===== src/rtl/mem_rr_arbiter_if.sv =====
// Requester and RAM-side signal bundle for mem_rr_arbiter.
// slave = arbiter view, master = requesters/RAM view.
interface mem_rr_arbiter_if #(
    parameter int unsigned ADDR_WIDTH = 4,
    parameter int unsigned DATA_WIDTH = 32
);
    logic                  req0, req1;
    logic                  we0, we1;
    logic [ADDR_WIDTH-1:0] addr0, addr1;
    logic [DATA_WIDTH-1:0] wdata0, wdata1;
    logic                  gnt0, gnt1;
    logic                  rsp_valid0, rsp_valid1;
    logic                  rsp_err0, rsp_err1;
    logic [DATA_WIDTH-1:0] rdata0, rdata1;
    logic                  mem_en, mem_we;
    logic [ADDR_WIDTH-1:0] mem_address;
    logic [DATA_WIDTH-1:0] mem_data_in;
    logic [DATA_WIDTH-1:0] mem_data_out;
    logic                  mem_valid_out;
    logic                  busy;

    modport slave (
        input  req0, req1, we0, we1, addr0, addr1, wdata0, wdata1,
        input  mem_data_out, mem_valid_out,
        output gnt0, gnt1, rsp_valid0, rsp_valid1, rsp_err0, rsp_err1,
        output rdata0, rdata1, mem_en, mem_we, mem_address, mem_data_in, busy
    );

    modport master (
        output req0, req1, we0, we1, addr0, addr1, wdata0, wdata1,
        output mem_data_out, mem_valid_out,
        input  gnt0, gnt1, rsp_valid0, rsp_valid1, rsp_err0, rsp_err1,
        input  rdata0, rdata1, mem_en, mem_we, mem_address, mem_data_in, busy
    );
endinterface


===== src/rtl/mem_rr_arbiter.sv =====
// Two-port round-robin arbiter/sequencer in front of a single-port RAM.
// Optional read timeout enabled by defining MEM_ARB_TIMEOUT_EN.
module mem_rr_arbiter #(
    parameter int unsigned ADDR_WIDTH     = 4,
    parameter int unsigned DATA_WIDTH     = 32,
    parameter int unsigned TIMEOUT_CYCLES = 16
) (
    input  logic            clk,
    input  logic            reset,
    mem_rr_arbiter_if.slave bus
);
    typedef enum logic [1:0] {IDLE, ISSUE, WAIT, RESP} state_t;

    state_t                state, state_next;
    logic                  rr_ptr, owner, lat_we;
    logic                  mem_en, mem_we, busy;
    logic [ADDR_WIDTH-1:0] mem_address;
    logic [DATA_WIDTH-1:0] mem_data_in, rdata0, rdata1;
    logic                  rsp_valid0, rsp_valid1, rsp_err0, rsp_err1;
    logic                  gnt0_c, gnt1_c, win_c, capture_c, expire_c;

`ifdef MEM_ARB_TIMEOUT_EN
    localparam int unsigned CNT_W = $clog2(TIMEOUT_CYCLES + 1);
    logic [CNT_W-1:0] wait_cnt;

    // Counts WAIT cycles; cleared while the access is being issued.
    always_ff @(posedge clk) begin
        if (reset) begin
            wait_cnt <= '0;
        end else if (state == ISSUE) begin
            wait_cnt <= '0;
        end else if (state == WAIT) begin
            wait_cnt <= wait_cnt + CNT_W'(1);
        end
    end
`else
    logic unused_timeout;
    assign unused_timeout = ^32'(TIMEOUT_CYCLES);
`endif

    // Next-state, winner selection and combinational grant.
    always_comb begin
        state_next = state;
        gnt0_c     = 1'b0;
        gnt1_c     = 1'b0;
        win_c      = rr_ptr;
        capture_c  = 1'b0;
        expire_c   = 1'b0;
        case (state)
            IDLE: begin
                if (bus.req0 || bus.req1) begin
                    win_c      = (bus.req0 && bus.req1) ? rr_ptr : bus.req1;
                    gnt0_c     = ~win_c;
                    gnt1_c     = win_c;
                    state_next = ISSUE;
                end
            end
            ISSUE: state_next = lat_we ? RESP : WAIT;
            WAIT: begin
                if (bus.mem_valid_out) begin
                    capture_c  = 1'b1;
                    state_next = RESP;
                end
`ifdef MEM_ARB_TIMEOUT_EN
                else if (wait_cnt == CNT_W'(TIMEOUT_CYCLES - 1)) begin
                    expire_c   = 1'b1;
                    state_next = RESP;
                end
`endif
            end
            RESP:    state_next = IDLE;
            default: state_next = IDLE;
        endcase
    end

    // State, request latches, RAM drive and per-port response registers.
    always_ff @(posedge clk) begin
        if (reset) begin
            state       <= IDLE;
            rr_ptr      <= 1'b0;
            owner       <= 1'b0;
            lat_we      <= 1'b0;
            busy        <= 1'b0;
            mem_en      <= 1'b0;
            mem_we      <= 1'b0;
            mem_address <= '0;
            mem_data_in <= '0;
            rdata0      <= '0;
            rdata1      <= '0;
            rsp_valid0  <= 1'b0;
            rsp_valid1  <= 1'b0;
            rsp_err0    <= 1'b0;
            rsp_err1    <= 1'b0;
        end else begin
            state      <= state_next;
            busy       <= (state_next != IDLE);
            mem_en     <= 1'b0;
            mem_we     <= 1'b0;
            rsp_valid0 <= (state_next == RESP) && !owner;
            rsp_valid1 <= (state_next == RESP) && owner;
            rsp_err0   <= (state_next == RESP) && !owner && expire_c;
            rsp_err1   <= (state_next == RESP) && owner && expire_c;
            if (gnt0_c || gnt1_c) begin
                owner       <= win_c;
                lat_we      <= win_c ? bus.we1 : bus.we0;
                mem_en      <= 1'b1;
                mem_we      <= win_c ? bus.we1 : bus.we0;
                mem_address <= win_c ? bus.addr1 : bus.addr0;
                mem_data_in <= win_c ? bus.wdata1 : bus.wdata0;
            end
            if (capture_c || expire_c) begin
                if (owner) rdata1 <= capture_c ? bus.mem_data_out : '0;
                else       rdata0 <= capture_c ? bus.mem_data_out : '0;
            end
            if (state == RESP) rr_ptr <= ~owner;
        end
    end

    assign bus.gnt0        = gnt0_c;
    assign bus.gnt1        = gnt1_c;
    assign bus.rsp_valid0  = rsp_valid0;
    assign bus.rsp_valid1  = rsp_valid1;
    assign bus.rsp_err0    = rsp_err0;
    assign bus.rsp_err1    = rsp_err1;
    assign bus.rdata0      = rdata0;
    assign bus.rdata1      = rdata1;
    assign bus.mem_en      = mem_en;
    assign bus.mem_we      = mem_we;
    assign bus.mem_address = mem_address;
    assign bus.mem_data_in = mem_data_in;
    assign bus.busy        = busy;
endmodule


===== src/flat_wrapper.sv =====
// flat-port wrapper written by rule: the top's interface ports become plain ports
module mem_rr_arbiter_flat 
#(
    parameter int unsigned ADDR_WIDTH     = 4,
    parameter int unsigned DATA_WIDTH     = 32,
    parameter int unsigned TIMEOUT_CYCLES = 16
)
  (clk, reset, bus_req0, bus_req1, bus_we0, bus_we1, bus_addr0, bus_addr1, bus_wdata0, bus_wdata1, bus_mem_data_out, bus_mem_valid_out, bus_gnt0, bus_gnt1, bus_rsp_valid0, bus_rsp_valid1, bus_rsp_err0, bus_rsp_err1, bus_rdata0, bus_rdata1, bus_mem_en, bus_mem_we, bus_mem_address, bus_mem_data_in, bus_busy);
  mem_rr_arbiter_if #(.ADDR_WIDTH(ADDR_WIDTH), .DATA_WIDTH(DATA_WIDTH)) bus_i ();
  input  logic clk;
  input  logic reset;
  input wire logic [$bits(bus_i.req0)-1:0] bus_req0;
  input wire logic [$bits(bus_i.req1)-1:0] bus_req1;
  input wire logic [$bits(bus_i.we0)-1:0] bus_we0;
  input wire logic [$bits(bus_i.we1)-1:0] bus_we1;
  input wire logic [$bits(bus_i.addr0)-1:0] bus_addr0;
  input wire logic [$bits(bus_i.addr1)-1:0] bus_addr1;
  input wire logic [$bits(bus_i.wdata0)-1:0] bus_wdata0;
  input wire logic [$bits(bus_i.wdata1)-1:0] bus_wdata1;
  input wire logic [$bits(bus_i.mem_data_out)-1:0] bus_mem_data_out;
  input wire logic [$bits(bus_i.mem_valid_out)-1:0] bus_mem_valid_out;
  output wire logic [$bits(bus_i.gnt0)-1:0] bus_gnt0;
  output wire logic [$bits(bus_i.gnt1)-1:0] bus_gnt1;
  output wire logic [$bits(bus_i.rsp_valid0)-1:0] bus_rsp_valid0;
  output wire logic [$bits(bus_i.rsp_valid1)-1:0] bus_rsp_valid1;
  output wire logic [$bits(bus_i.rsp_err0)-1:0] bus_rsp_err0;
  output wire logic [$bits(bus_i.rsp_err1)-1:0] bus_rsp_err1;
  output wire logic [$bits(bus_i.rdata0)-1:0] bus_rdata0;
  output wire logic [$bits(bus_i.rdata1)-1:0] bus_rdata1;
  output wire logic [$bits(bus_i.mem_en)-1:0] bus_mem_en;
  output wire logic [$bits(bus_i.mem_we)-1:0] bus_mem_we;
  output wire logic [$bits(bus_i.mem_address)-1:0] bus_mem_address;
  output wire logic [$bits(bus_i.mem_data_in)-1:0] bus_mem_data_in;
  output wire logic [$bits(bus_i.busy)-1:0] bus_busy;
  assign bus_i.req0 = bus_req0;
  assign bus_i.req1 = bus_req1;
  assign bus_i.we0 = bus_we0;
  assign bus_i.we1 = bus_we1;
  assign bus_i.addr0 = bus_addr0;
  assign bus_i.addr1 = bus_addr1;
  assign bus_i.wdata0 = bus_wdata0;
  assign bus_i.wdata1 = bus_wdata1;
  assign bus_i.mem_data_out = bus_mem_data_out;
  assign bus_i.mem_valid_out = bus_mem_valid_out;
  assign bus_gnt0 = bus_i.gnt0;
  assign bus_gnt1 = bus_i.gnt1;
  assign bus_rsp_valid0 = bus_i.rsp_valid0;
  assign bus_rsp_valid1 = bus_i.rsp_valid1;
  assign bus_rsp_err0 = bus_i.rsp_err0;
  assign bus_rsp_err1 = bus_i.rsp_err1;
  assign bus_rdata0 = bus_i.rdata0;
  assign bus_rdata1 = bus_i.rdata1;
  assign bus_mem_en = bus_i.mem_en;
  assign bus_mem_we = bus_i.mem_we;
  assign bus_mem_address = bus_i.mem_address;
  assign bus_mem_data_in = bus_i.mem_data_in;
  assign bus_busy = bus_i.busy;
  mem_rr_arbiter #(.ADDR_WIDTH(ADDR_WIDTH), .DATA_WIDTH(DATA_WIDTH), .TIMEOUT_CYCLES(TIMEOUT_CYCLES)) u_core (.clk(clk), .reset(reset), .bus(bus_i));
endmodule

===== config.mk =====
export PLATFORM = sky130hd
export DESIGN_NAME = mem_rr_arbiter_flat
export DESIGN_NICKNAME = d
export VERILOG_FILES = /design/src/rtl/mem_rr_arbiter_if.sv /design/src/rtl/mem_rr_arbiter.sv /design/src/flat_wrapper.sv
export SDC_FILE = /design/constraint.sdc
export NUM_CORES = 1
export LEC_CHECK = 0
export BUFFER_PORTS_ARGS = -buffer_cell sky130_fd_sc_hd__buf_2
export CORE_ASPECT_RATIO = 1.25
export CORE_MARGIN = 2
export CORE_UTILIZATION = 49
export DETAILED_ROUTE_END_ITERATION = 10
export GPL_TIMING_DRIVEN = 0
export PLACE_DENSITY = 0.92
export SYNTH_ARGS = -nofsm -noshare
export SYNTH_HDL_FRONTEND = slang
export SYNTH_SLANG_ARGS = --single-unit

===== constraint.sdc =====
create_clock -name clk -period 2.1 [get_ports clk]
set_input_delay 0.105 -clock clk [delete_from_list [all_inputs] [get_ports clk]]
set_output_delay 0.105 -clock clk [all_outputs]
set_load 0.005 [all_outputs]

# == After elaboration in Yosys (flattened, before gate mapping) ==
# Index checks and enable logic that the tools add are counted.
# W data, S select, Z words.
# classes
bitwise,3
n_reduce_logical,11
n_mux,17
n_eq_ne,4
# op_table
cell,n
$mux W32,1
$mux W1,12
$pmux W2 S4,1
$eq A2 B2 Y1 const B,3
$mux W2,2
$mux W4,1
$reduce_and A2 Y1,2
$logic_and A1 B1 Y1,3
$not A1 Y1,3
$eq A2 B1 Y1 const B,1
$logic_not A2 Y1,1
$logic_or A1 B1 Y1,2
$reduce_bool A2 Y1,1
$reduce_or A2 Y1,1
$logic_not A1 Y1,1
# word_totals
wordCells,48
input_bits,111
ff_bits,110

# == Depth between registers and ports, before layout ==
# Gate-level depths: netlist (run 1).
# depth
depth_word,8
depth_mapped,7
mapped_depth_nobuf,5

# == Worst setup path before layout (run 1) ==
# No wires, ideal clock.
# synth_path
path_type,reg-to-reg
from,reg u_core.state[0]
to,reg u_core.mem_data_in[10] (netlist: u_core.bus.mem_data_in[10])
required_time_ns,1.981
arrival_time_ns,1.281
stages_incl_launch_ff,7
slack_ns,0.700
setup_ns,0.119
cell_sequence,dfxtp_1 > inv_1 > ha_1 > o21ai_1 > clkbuf_1 > a21oi_1 > o221a_2
# synth_via
elab_chain_len,3
word_cells_on_any_way,6
cone_classes,mux (4); reduce/logical (2)
# synth_lines
item,line,rtl
"start, declared",mem_rr_arbiter.sv:14,"state_t state, state_next;"
"start signal, assigned",mem_rr_arbiter.sv:95,state <= state_next;
$logic_not A2 Y1 *,mem_rr_arbiter.sv:49,case (state)
$mux W1,mem_rr_arbiter.sv:49,
$mux W32 / $logic_or A1 B1 Y1 (equally long branches),"mem_rr_arbiter.sv:109, mem_rr_arbiter.sv:103",
"end signal, assigned",mem_rr_arbiter.sv:109,mem_data_in <= win_c ? bus.wdata1 : bus.wdata0;
"end, declared",mem_rr_arbiter.sv:18,"logic [DATA_WIDTH-1:0] mem_data_in, rdata0, rdata1;"
# Every way passes the cells marked *; elsewhere a longest branch is shown, timed or not.
# A chain may end at the register's enable or synchronous reset.

# == Final worst setup path (run 1) ==
# layout_path
from,reg u_core.state[0]
to,out bus_gnt1
# layout_via
elab_chain_len,2
# layout_lines
item,line,rtl
$logic_not A2 Y1,mem_rr_arbiter.sv:49,
$mux W1,mem_rr_arbiter.sv:49,
"end, declared",flat_wrapper.sv:23,output wire logic [$bits(bus_i.gnt1)-1:0] bus_gnt1;
# Every way passes these cells.

==> impl_metrics.tcl, run 1 <==
set metrics [dict create \
    hold_path_startpoint "bus_wdata0[7]" \
    h-tree-depth 3 \
    dp.cells 811 \
    setup_violations 0 \
    io_buffers 215 \
    finalCritPeriodShare_pct 94.5 \
    reg2reg_depth 6 \
    fp.dieH_um 108 \
    final.setup_skew_ps 15.6 \
    worst_slew_pin_slew_ps 547 \
    worst_slack_ps 116 \
    rsz0062_at_grt "false" \
    clock_sinks 110 \
    max-slew-margin-rel_pct 63.5 \
    slew_violations 0 \
    drt_first_iter_violations 378 \
    grt_pass1_wl_um 26600 \
    arrival_ps 1880 \
    fin_util_pct 77.1 \
    drc_errors 0 \
    gp_congestion 0.827 \
    cts_buffer_depth 2 \
    wl_per_cell_um 19.8 \
    ys_types 30 \
    synth.avg_cell_area_um2 8.52 \
    ir_worst_vdd_v 0.000617 \
    reg2reg_slack_ps 240 \
    die_width_um 87.2 \
    crit_path_end_kind "primary output" \
    areaGrowthSynthToFinish_pct 51.5 \
    p_leak_uw 0.00299 \
    cts_buffers 9 \
    layout.nets 920 \
    clock_latency_ps 390 \
    antenna_found_initial 1 \
    syn_inst 498 \
    post-route-min-period_ps 1980 \
    ys_ff_latch 110 \
    grt_pass1_vias 5374 \
    hold_viol_final 0 \
    drive_gt1_share_pct 34.8 \
    seq_area_frac_synth_pct 51.9 \
    root_buffer "clkbuf_8" \
    initial_core_util_pct 50.9 \
    drv_cap 0 \
    place_area_um2 5440 \
    clk_pin_slew_ps 100 \
    overflow 0 \
    powerDensity_nw_per_um2 967 \
    globalRouteTotalUtil_pct 36.8 \
    layout.cells.most_common_list "buf_2, nand2_1, dfxtp_1" \
    status "complete, no violations" \
    layoutNonFillerInstCount 907 \
    core_area_um2 8330 \
    synth-async-reset-ratio_pct 0 \
    r2r_start "u_core.state[0]" \
    path_class "reg2out" \
    startpoint_type "flip-flop" \
    synth_edf_count 0 \
    fin_area_um2 6430 \
    hp-class "in2reg" \
    yosys_warnings 0 \
    cts_setup_buffers 0 \
    num_rows 37 \
    place_hpwl_um 10400 \
    reg2reg_to "u_core.bus.rdata0[9]" \
    vias_per_cell 5.72 \
    num_io_pins 220 \
    hold-path-endpoint "u_core.bus.mem_data_in[7]" \
    mostFrequentLayoutCell "buf_2" \
    crit_fanout 10 \
    wirelength_um 18000 \
    die_area_um2 9420 \
    holdPathStages 2 \
    cts_tree "yes" \
    num_vias 5189 \
    netlist_area_um2 4240 \
    ant_nets 0 \
    first_pass_iters 5 \
    setup_tns_ps 0 \
    grt_start_max_net_pins 18 \
    cp_data_required_time_ps 2000 \
    ys.flop_type "dfxtp_1" \
    dp_slack_ps 376 \
    maxClockFrequency_mhz 504 \
]
==> report_power, final <==
group          switching [uW]  total (uW)  internal (uW)
Sequential                243        2720           2480
Clock                     745        1290            549
Combinational            1190        2200           1010
==> worst max-delay path, stage by stage, from the launching register on <==
cell and delay (ps):
dfxtp_1 400, inv_1 110, ha_1 270, nand3_1 130, clkbuf_4 230, buf_6 180
inv_1 60, buf_2 120
==> registers in the layout, summed over array words and instances (netlist names) <==
register / count
u_core.bus.rdata0: 32
u_core.bus.rsp_valid0: 1
u_core.state: 2
u_core.bus.rsp_valid1: 1
u_core.rr_ptr: 1
u_core.bus.mem_we: 1
u_core.bus.mem_en: 1
u_core.owner: 1
u_core.bus.rdata1: 32
u_core.bus.busy: 1
u_core.bus.mem_address: 4
u_core.lat_we: 1
u_core.bus.mem_data_in: 32
==> worst max path at each step <==
stage	depth (start not counted)	end	start	slack, ps
6_report	7	bus_gnt1	u_core.state[0]	120
5_1_grt	7	bus_gnt1	u_core.state[0]	20
4_1_cts	7	bus_gnt1	u_core.state[0]	80
3_5_place_dp	6	u_core.bus.rdata1[24]	u_core.state[0]	380
3_3_place_gp	6	u_core.bus.rdata1[9]	u_core.state[0]	500
2_1_floorplan	6	u_core.bus.mem_data_in[10]	u_core.state[0]	700
==> cells by family after synthesis <==
family / count (synthesis) / share of synthesized area [%]
and+or+nand+nor: 151 / 14.4
AOI/OAI and AO/OA: 147 / 23.1
muxes: 1 / 0.236
buffers and inverters: 83 / 8.79
DFF: 110 / 51.9
other: 1 / 0.0884
adders and majority gates: 5 / 1.47
==> layer usage <==
metal	track usage, %	up-vias	share of wire, %
met4	26.6	2	7.0
met3	9.85	119	11
met5	0	-	0.072
met2	64.6	438	49
met1	36.8	2350	34
li1	-	2280	-
==> through the flow <==
step	hold slack [ps]	power [uW]
5_1_grt	2.27	6500
4_1_cts	1.28	6000
2_1_floorplan	241	3870
6_report	12.7	6220
3_5_place_dp	363	4660
3_3_place_gp	358	4570
==> cell type report <==
cell class	instances	area (um2)
Sequential cell	110	2200
Fill cell	525	1910
Timing Repair Buffer	294	1870
Multi-Input combinational cell	306	1670
Buffer	40	214
Inverter	43	161
Clock buffer	10	128
Tap cell	97	121
Clock inverter	5	58.8
Antenna cell	2	5.00
==> Yosys cell counts, drive strengths merged, types with 2 or more instances <==
library cell / instances / area [um2]
buf: 26 / 159
o21ai: 2 / 10.0
nand3: 3 / 20.0
clkbuf: 14 / 52.6
dfxtp: 110 / 2200
o221a: 36 / 405
nand2: 132 / 495
ha: 5 / 62.6
a32o: 2 / 20.0
and3b: 2 / 17.5
a21oi: 103 / 515
nor2: 5 / 18.8
nand2b: 3 / 18.8
nor2b: 3 / 18.8
inv: 43 / 161
==> what timing repair did <==
action | CTS | global route
setup endpoints to repair | 0 | 1
endpoints found under the hold margin | 92 | 2
gates resized for setup | 0 | 1
hold buffers | 77 | 2
No activity file was read; power rests on OpenSTA's default activity.
==> run 2, diff against run 1 <==
PLACE_DENSITY = default   (was 0.92)
PLACE_DENSITY_LB_ADDON = 0.05   (was default)
==> run 2 against run 1 <==
Compared with the run above: routed wire length is 19% lower; register-to-register slack worse by 80 ps; fmax increased by 2.1%; clock power shrank 5%; hold slack worse by 5.9 ps; critical path depth decreased by 1; clock skew fell by 7.2 ps; first-iteration DRC count shrank 63%; final cell count rose by 1.1%; combinational power fell by 2%; non-clock buffer count increased by 11; design area up 1.6%.
==> impl_metrics.tcl, run 2 (synthesized netlist as in run 1, its figures left out) <==
set metrics [dict create \
    layout.nets 931 \
    drc_errors 0 \
    setup_violations 0 \
    max-slew-margin-rel_pct 66.5 \
    initial_core_util_pct 50.9 \
    overflow 0 \
    num_io_pins 220 \
    intPower_uw 3990 \
    fin_area_um2 6530 \
    die_width_um 87.2 \
    hp-class "in2reg" \
    powerDensity_nw_per_um2 928 \
    post-route-min-period_ps 1940 \
    grt_pass1_vias 4752 \
    path_class "reg2reg" \
    clock_sinks 110 \
    largest_registers "u_core.bus.mem_data_in: 32 flops, u_core.bus.rdata0: 32 flops, u_core.bus.rdata1: 32 flops" \
    place_area_um2 5440 \
    die_area_um2 9420 \
    clock_latency_ps 380 \
    cts_tree "yes" \
    ir_worst_vdd_v 0.000590 \
    rsz0062_at_grt "false" \
    root_buffer "clkbuf_8" \
    mostFrequentLayoutCell "buf_2" \
    crit_fanout 10 \
    final.setup_skew_ps 8.39 \
    globalRouteTotalUtil_pct 29.9 \
    status "complete, no violations" \
    grt_start_max_net_pins 19 \
    clk_pin_slew_ps 100 \
    switching_share_pct 34.1 \
    comb_power_share_pct 35.5 \
    slew_violations 0 \
    worst_slew_pin_slew_ps 503 \
    finalCritPeriodShare_pct 92.5 \
    wirelength_um 14600 \
    setup_tns_ps 0 \
    drv_cap 0 \
    p_leak_uw 0.00304 \
    startpoint_type "flip-flop" \
    grt_pass1_wl_um 22200 \
    layout.cells.most_common_list "buf_2, nand2_1, dfxtp_1" \
    gp_congestion 0.784 \
    hold_viol_final 0 \
    num_rows 37 \
    cp_data_required_time_ps 2370 \
    drt_first_iter_violations 139 \
    cts_buffer_depth 2 \
    crit_path_end_kind "flip-flop" \
    io_buffers 215 \
    arrival_ps 2220 \
    areaGrowthSynthToFinish_pct 53.9 \
    h-tree-depth 3 \
    p_clk_share_pct 20.1 \
    whs_ps 6.83 \
    place_hpwl_um 9310 \
    vias_per_cell 5.20 \
    first_pass_iters 4 \
    switchingPower_uw 2070 \
    ant_nets 0 \
    maxClockFrequency_mhz 515 \
    seqPwrFrac_pct 44.4 \
    core_area_um2 8330 \
    cts_buffers 9 \
    drive_gt1_share_pct 34.6 \
    power_uw 6060 \
    fp.dieH_um 108 \
    num_vias 4764 \
    wl_per_cell_um 15.9 \
    antenna_found_initial 0 \
]
run 2: per-layer routing:
layer	GRT usage (%)	share of wire, %	vias to the layer above
met5	0	0	-
met4	15.7	3.7	0
met3	7.71	8.5	48
met2	52.3	50	226
met1	32.8	38	2192
li1	-	-	2298
run 2: through the flow:
stage               instances  utilization, %  worst slack (ps)
floorplan                 499               -               700
global placement          811            65.3               444
detailed placement        811            65.3               391
CTS                       915            78.2               126
global route              916            78.3              38.6
finish                    917            78.3               156
run 2: timing repair:
| item | 4_1_cts | 5_1_grt |
|---|---|---|
| hold endpoints to repair | 97 | 1 |
| endpoints found under the setup margin | 0 | 3 |
| gates resized for setup | 0 | 1 |
| setup buffers | 0 | 0 |
| hold buffers | 89 | 1 |
run 2: power groups by stage:
stage	clock [uW]	sequential, uW	combinational (uW)
6_report	1220	2690	2150
4_1_cts	1230	2670	2080
3_3_place_gp	0	2700	1890
5_1_grt	1320	2730	2360
3_5_place_dp	0	2720	1930
2_1_floorplan	0	2740	1130
run 2: final cells by class:
cell class	count	area (um2)
clock inverter	5	42.5
fill	568	1800
tap	97	121
timing repair buffer	305	1980
multi-input combinational	306	1670
sequential	110	2200
buffer	40	211
inverter	43	161
clock buffer	10	138
antenna	1	2.50
run 2: worst max-delay path, stage by stage (launching register included):
cell           delay [ps]
dfxtp_1               350
inv_1                 130
ha_2                  240
nand3_1               100
buf_2                 200
o221a_2               260
dlygate4sd3_1         560
run 2: worst paths after layout:
| path | start | to | slack (ps) | cells after the start |
|---|---|---|---|---|
| min | bus_wdata0[5] | u_core.bus.mem_data_in[5] | 7 | 2 |
| max | u_core.state[0] | u_core.bus.mem_address[2] | 160 | 6 |
| min reg2reg | u_core.bus.rdata0[4] | u_core.bus.rdata0[4] | 460 | 2 |
| max reg2reg | u_core.state[0] | u_core.bus.mem_address[2] | 160 | 6 |
